<file path="config.mk">
export PLATFORM = sky130hd
export DESIGN_NAME = reset_run_sequencer
export DESIGN_NICKNAME = d
export VERILOG_FILES = /design/src/rtl/reset_run_sequencer.sv
export SDC_FILE = /design/constraint.sdc
export NUM_CORES = 1
export LEC_CHECK = 0
export ABC_AREA = 0
export CAP_MARGIN = 20
export CORE_MARGIN = 5
export CORE_UTILIZATION = 55
export CTS_CLUSTER_SIZE = 30
export DETAILED_ROUTE_END_ITERATION = 12
export GPL_ROUTABILITY_DRIVEN = 0
export PLACE_DENSITY_LB_ADDON = 0.05
export SETUP_SLACK_MARGIN = 0.4
export SYNTH_ARGS = -nofsm -noshare
export SYNTH_HDL_FRONTEND = slang
export SYNTH_SLANG_ARGS = --single-unit
</file>
<file path="constraint.sdc">
create_clock -name clk -period 4.3 [get_ports clk]
set_input_delay 0.43 -clock clk [delete_from_list [all_inputs] [get_ports clk]]
set_output_delay 0.43 -clock clk [all_outputs]
set_load 0.05 [all_outputs]
</file>
<file path="src/rtl/reset_run_sequencer.sv">
// Core reset/run sequencer: issues a train of reset pulses, releases the cores
// (optionally staggered), then times a run window that ends on halt or expiry.
module reset_run_sequencer #(
  parameter int CHANNELS   = 2,
  parameter int PULSES     = 2,
  parameter int PULSE_LEN  = 1,
  parameter int GAP_LEN    = 1,
  parameter int STAGGER    = 0,
  parameter int RUN_CYCLES = 300,
  parameter int CNT_W      = 16
) (
  input  logic                clk,
  input  logic                reset,
  input  logic                start,
  input  logic [CHANNELS-1:0] halt,
  output logic [CHANNELS-1:0] core_rst_n,
  output logic                running,
  output logic                done,
  output logic                timeout,
  output logic [CNT_W-1:0]    cycle_count,
  output logic [2:0]          fsm_state
);

  typedef enum logic [2:0] {
    IDLE    = 3'd0,
    PULSE   = 3'd1,
    GAP     = 3'd2,
    RELEASE = 3'd3,
    RUN     = 3'd4,
    DONE    = 3'd5
  } state_t;

  if ((RUN_CYCLES >> CNT_W) != 0) begin : g_cnt_w_check
    $error("CNT_W too narrow to hold RUN_CYCLES");
  end

  // Zero-length pulse train or pulse collapses to the shortest meaningful one.
  localparam int unsigned PULSES_EFF = (PULSES < 1) ? 1 : PULSES;
  localparam int unsigned PULSE_EFF  = (PULSE_LEN < 1) ? 1 : PULSE_LEN;
  localparam int unsigned GAP_U      = GAP_LEN;
  localparam bit          DIRECT     = (STAGGER == 0) || (CHANNELS == 1);
  localparam int unsigned REL_LEN    = DIRECT ? 0 : (CHANNELS - 1) * STAGGER;
  localparam logic [CNT_W-1:0] RUN_MAX = CNT_W'(RUN_CYCLES);

  state_t              state, state_next;
  logic [31:0]         phase_cnt, phase_next;
  logic [31:0]         pulse_cnt, pulse_next;
  logic [CHANNELS-1:0] core_next;
  logic                running_next, done_next, timeout_next;
  logic [CNT_W-1:0]    count_next, count_inc;
  logic                expire, any_halt;

  assign count_inc = cycle_count + 1'b1;
  assign expire    = (count_inc == RUN_MAX);
  assign any_halt  = |halt;
  assign fsm_state = state;

  // State and registered outputs.
  always_ff @(posedge clk) begin
    if (!reset) begin
      state       <= IDLE;
      phase_cnt   <= '0;
      pulse_cnt   <= '0;
      core_rst_n  <= '0;
      running     <= 1'b0;
      done        <= 1'b0;
      timeout     <= 1'b0;
      cycle_count <= '0;
    end else begin
      state       <= state_next;
      phase_cnt   <= phase_next;
      pulse_cnt   <= pulse_next;
      core_rst_n  <= core_next;
      running     <= running_next;
      done        <= done_next;
      timeout     <= timeout_next;
      cycle_count <= count_next;
    end
  end

  always_comb begin
    state_next = state;
    phase_next = phase_cnt;
    pulse_next = pulse_cnt;
    case (state)
      IDLE, DONE: begin
        if (start) begin
          state_next = PULSE;
          phase_next = '0;
          pulse_next = '0;
        end
      end
      PULSE: begin
        if (phase_cnt == PULSE_EFF - 1) begin
          phase_next = '0;
          pulse_next = pulse_cnt + 1;
          if (pulse_cnt + 1 < PULSES_EFF)
            state_next = (GAP_U == 0) ? PULSE : GAP;
          else
            state_next = DIRECT ? RUN : RELEASE;
        end else begin
          phase_next = phase_cnt + 1;
        end
      end
      GAP: begin
        if (phase_cnt == GAP_U - 1) begin
          state_next = PULSE;
          phase_next = '0;
        end else begin
          phase_next = phase_cnt + 1;
        end
      end
      RELEASE: begin
        if (phase_cnt + 1 == REL_LEN) begin
          state_next = RUN;
          phase_next = '0;
        end else begin
          phase_next = phase_cnt + 1;
        end
      end
      RUN: begin
        if (any_halt || expire) state_next = DONE;
      end
      default: state_next = IDLE;
    endcase
  end

  // Outputs are computed for the state being entered, so they register with it.
  always_comb begin
    core_next    = '0;
    running_next = 1'b0;
    done_next    = 1'b0;
    timeout_next = timeout;
    count_next   = cycle_count;
    case (state_next)
      GAP: core_next = '1;
      RELEASE: begin
        for (int i = 0; i < CHANNELS; i++)
          core_next[i] = ((32'(i) * 32'(STAGGER)) <= phase_next);
      end
      RUN: begin
        core_next    = '1;
        running_next = 1'b1;
      end
      DONE: done_next = 1'b1;
      default: core_next = '0;
    endcase
    if (state == RUN) begin
      count_next = count_inc;
      if (state_next == DONE) timeout_next = ~any_halt;
    end else if (state_next == PULSE && (state == IDLE || state == DONE)) begin
      count_next   = '0;
      timeout_next = 1'b0;
    end
  end

endmodule

</file>
Yosys cells after proc, flatten, opt, wreduce, memory -nomap -nowiden
Cells that the tools add are included.
Word-level totals
  register bits: 88
  input bits: 5
  output and inout bits: 24
  word-level logic and storage cells: 64
Operators by class
  add/sub/neg operators: 3
  order comparisons: 2
  equality and inequality tests: 14
  muxes and demuxes: 22
  bitwise gates (word level): 1
  reduce and logical (&&, ||, !) cells: 14
Operators by type and width (count)
  2-to-1 mux 32 bit: 5
  case mux 32 bit (3 select lines): 1
  adder 32 x 1 -> 32 bit, second input constant: 2
  zero test 32 bit: 2
  case mux 32 bit (2 select lines): 1
  less-or-equal comparator 1 x 32 -> 1 bit, first input constant: 1
  less-than comparator 32 x 2 -> 1 bit, second input constant: 1
  2-to-1 mux 16 bit: 2
  2-to-1 mux 3 bit: 6
  adder 16 x 1 -> 16 bit, second input constant: 1
  == test 16 x 9 -> 1 bit, second input constant: 1
  case mux 3 bit (5 select lines): 1
  == test 3 x 2 -> 1 bit, second input constant: 4
  == test 3 bit, second input constant: 4
  OR reduction 2 bit: 4
  == test 3 x 1 -> 1 bit, second input constant: 2
  2-to-1 mux 1 bit: 5
  inequality test 2 bit, second input constant: 2
  case mux 2 bit (2 select lines): 1
  nonzero test 2 bit: 2
  zero test 3 bit: 1
  AND reduction 3 bit: 1
  logical OR 1 bit: 2
  inequality test 2 x 1 -> 1 bit, second input constant: 1
  other kinds (3): 3

Longest topological paths before layout
  depth after elaboration: 9
  depth in mapped cells: 14
  depth with buffers taken out: 11

Worst setup path after synthesis
Ideal clock, no wire load.
  path kind: register to register
  from: reg with a tool-made name
  to: reg with a tool-made name
  library setup time: 0.130 ns
  data arrival time: 2.918 ns
  required time: 4.170 ns
  setup slack: 1.252 ns
  cell stages (with the launch flop): 15
  path buffers: 4
  clock period less this slack: 3.048 ns
  cell sequence: dfxtp_1 > ha_1 > and3_4 > buf_6 > and4_4 > buf_6 > xor2_1 > or4b_1 > nor4_2 > a41o_2 > a21oi_4 > buf_6 > buf_6 > a21oi_1 > a31oi_1

==> flow_summary.yaml <==
synthesis:
  ys_seq_area_share_pct: 29.1
  post_synth_inst_count: 815
  ys_warn_count: 0
  synth.distinct_cells: 58
  synth_nets: 824
  synth_xor_area_share_pct: 4.82
  ys_async_sr_fraction_pct: 0
  synth_edf_count: 0
  synth_fa_ha_area_share_pct: 0.835
  ys_seq_elements: 87
  synth_mux_area_share_pct: 1.50
  synth_compound_area_share_pct: 20.9
  synthesis.area_mm2: 0.00599
  synth_area_per_cell_um2: 7.35
  synth-main-ff-cell: "dfxtp_1"
  synth-simple-area-share_pct: 36.1
  synth_top_family_by_area: "simple AND/OR/NAND/NOR gates"
cells_and_area:
  diodes: 0
  nets: 799
  area_growth_pct: 6.72
  drive_gt1_share_pct: 6.16
  fin_cells: 935
  finish.utilization_pct: 59.5
clock_network:
  cts_tree: "done"
  cts_setup_buffers: 0
  root_buffer: "clkbuf_8"
  postCtsHoldBufs: 0
  insertion_delay_ps: 370
  clock_path_buffers: 2
  cts.sinks: 87
  cts_max_level: 3
  numCtsBuffers: 9
  cts_resized: 0
  clk_pin_slew_worst_paths_ps: 90
detailed_routing:
  drcViolationCount: 0
  postRouteAntennaNets: 0
  drtIter0Drc: 577
  wl_per_cell_um: 16.7
  via_per_inst: 6.45
  drt_wl_total_um: 15700
  dr.pass1.iters: 5
  dr_total_vias: 6028
job:
  drv_cap: 0
timing:
  maxSlewViolCount: 0
  fin_tns_setup_ps: 0
  slew_headroom_pct: 36.0
  tightest_slew_ps: 957
  clock_skew_ps: 12.7
  period_share_pct: 83.2
  fmax_mhz: 280
  min_period_ps: 3580
  setup_viol: 0
  timing.final.hold_violations: 0
  rsz0062_at_grt: "no"
floorplanning:
  core_area_mm2: 0.0107
  fp.dieH_um: 114
  io_pins: 29
  die_area_mm2: 0.0131
  num_rows: 38
  die_w_um: 114
  start_util_pct: 55.8
power_and_ir_drop:
  power_per_cell_area_mw_per_mm2: 289
  seq_power_share_pct: 45.4
  ir_drop_mv: 0.207
  sw_frac_of_total_pct: 31.6
  clock_power_share_pct: 36.1
  leakagePower_nw: 2.14
  power.net_switching_mw: 0.584
  combPwrFrac_pct: 18.6
  internal_power_mw: 1.27
global_routing:
  grt_use_total_pct: 24.3
  first_global_vias: 5352
  grt-ovfl-total: 0
  antenna_found_initial: 0
  grt_pass1_wl_um: 26000
  grt_max_degree: 59
critical_path:
  reg2reg_depth: 11
  cp.required_ps: 4590
  critPathCaptureType: "register"
  crit_arrival_ps: 3870
  path_class: "register to register"
  r2r_slack_ps: 720
  start_kind: "register"
  worstPathMaxFanout: 23
placement:
  place_inst: 919
  port_buffers: 28
  hpwl_um: 10700
min_path:
  hold_path_depth: 1
  holdCritPathClass: "register to register"
run_status:
  status: "finished clean"
-- layout by cell type (no fill, tap or decap), types with 3 or more instances in the layout --
master and count:
o21ai_0 57, clkinv_4 3, a311oi_1 3, a31oi_1 37
or2_2 6, nand2b_1 15, o211ai_1 6, a211oi_1 4
ha_1 4, nand2_1 90, nand3_1 41, nand4_1 36
and2_1 22, dfxtp_1 87, a21o_1 4, a21oi_2 7
clkdlybuf4s50_1 28, mux2i_1 9, or4_1 4, xnor2_1 20
or3_1 9, and4_1 15, nor2b_1 37, a22oi_1 9
nor4_1 27, nor3_1 29, buf_4 10, a21oi_1 47
clkbuf_8 10, inv_1 11, or2b_1 4, and3_1 15
o31ai_1 3, a21boi_0 6, xor2_1 13, nor2_1 34
-- worst max path at each step --
| stage | from | end | slack, ps | cells after the start |
|---|---|---|---|---|
| finish | register | register | 720 | 11 |
| global route | register | register | 500 | 11 |
| CTS | register | register | 790 | 11 |
| detailed placement | register | register | 830 | 11 |
| global placement | register | register | 850 | 11 |
| floorplan | register | register | 1250 | 14 |
-- cell usage after synthesis (all sizes together), types with 6 or more instances --
master	count	share of area, %
or3	9	0.94
and3	16	1.8
nand4	36	3.8
a21boi	6	0.75
a21oi	55	5.2
nor2b	37	3.9
or2	6	0.63
clkbuf	53	3.3
and2	23	2.4
nand2b	15	1.6
inv	11	0.69
dfxtp	87	29
nand3	41	3.4
and4	16	2.4
o21ai	57	4.8
nor2	34	2.1
o211ai	6	0.75
nand2	90	5.6
xor2	13	1.9
mux2i	9	1.5
a22oi	9	1.1
a31oi	37	3.9
nor4	29	3.2
nor3	31	2.7
xnor2	20	2.9
buf	21	2.8
-- through the flow --
stage	hold WS [ps]	setup slack [ps]	power (mW)	instance area, um2
after floorplan	474	1250	1.10	5990
after global placement	486	846	1.19	6160
after detailed placement	495	831	1.20	6160
after CTS	508	793	1.87	6390
after global routing	541	495	1.94	6390
final	506	724	1.85	6390
-- power by group through the flow --
stage | Clock [mW] | Combinational (mW) | Sequential [mW]
after floorplan | 0 | 0.227 | 0.872
after global placement | 0 | 0.336 | 0.857
after detailed placement | 0 | 0.341 | 0.857
after CTS | 0.687 | 0.342 | 0.839
after global routing | 0.720 | 0.378 | 0.842
final | 0.667 | 0.344 | 0.839
-- per-layer routing --
layer / share of wire, % / up-vias / GRT usage [%]
li1: - / 2929 / -
met1: 46 / 2877 / 30.9
met2: 47 / 180 / 40.4
met3: 3.9 / 42 / 3.49
met4: 3.2 / 0 / 11.7
met5: 0 / - / 0
-- critical path: stages (launching register included) --
cell and delay [ps]:
dfxtp_1 460, ha_1 280, and3_4 270, and4_4 310, and2_1 230, nor2_1 60
o221a_2 300, a41o_2 300, a21oi_4 540, buf_4 310, or2b_1 250, a31oi_1 160
-- cells by family after synthesis --
kind of cell / Yosys count
AOI/OAI and AO/OA: 201
xor gates and xnor gates: 33
adders and majority gates: 4
buffers and inverters: 85
DFF: 87
muxes: 9
and+or+nand+nor: 396
-- final cells by class --
| cell class | instances | area [um2] |
|---|---|---|
| fill | 1016 | 4350 |
| inverter | 11 | 41.3 |
| tap | 140 | 175 |
| clock inverter | 6 | 93.8 |
| clock buffer | 10 | 138 |
| sequential | 87 | 1740 |
| timing repair buffer | 38 | 355 |
| multi-input combinational | 643 | 3850 |
Note: power is estimated with default switching activity, not from simulation.
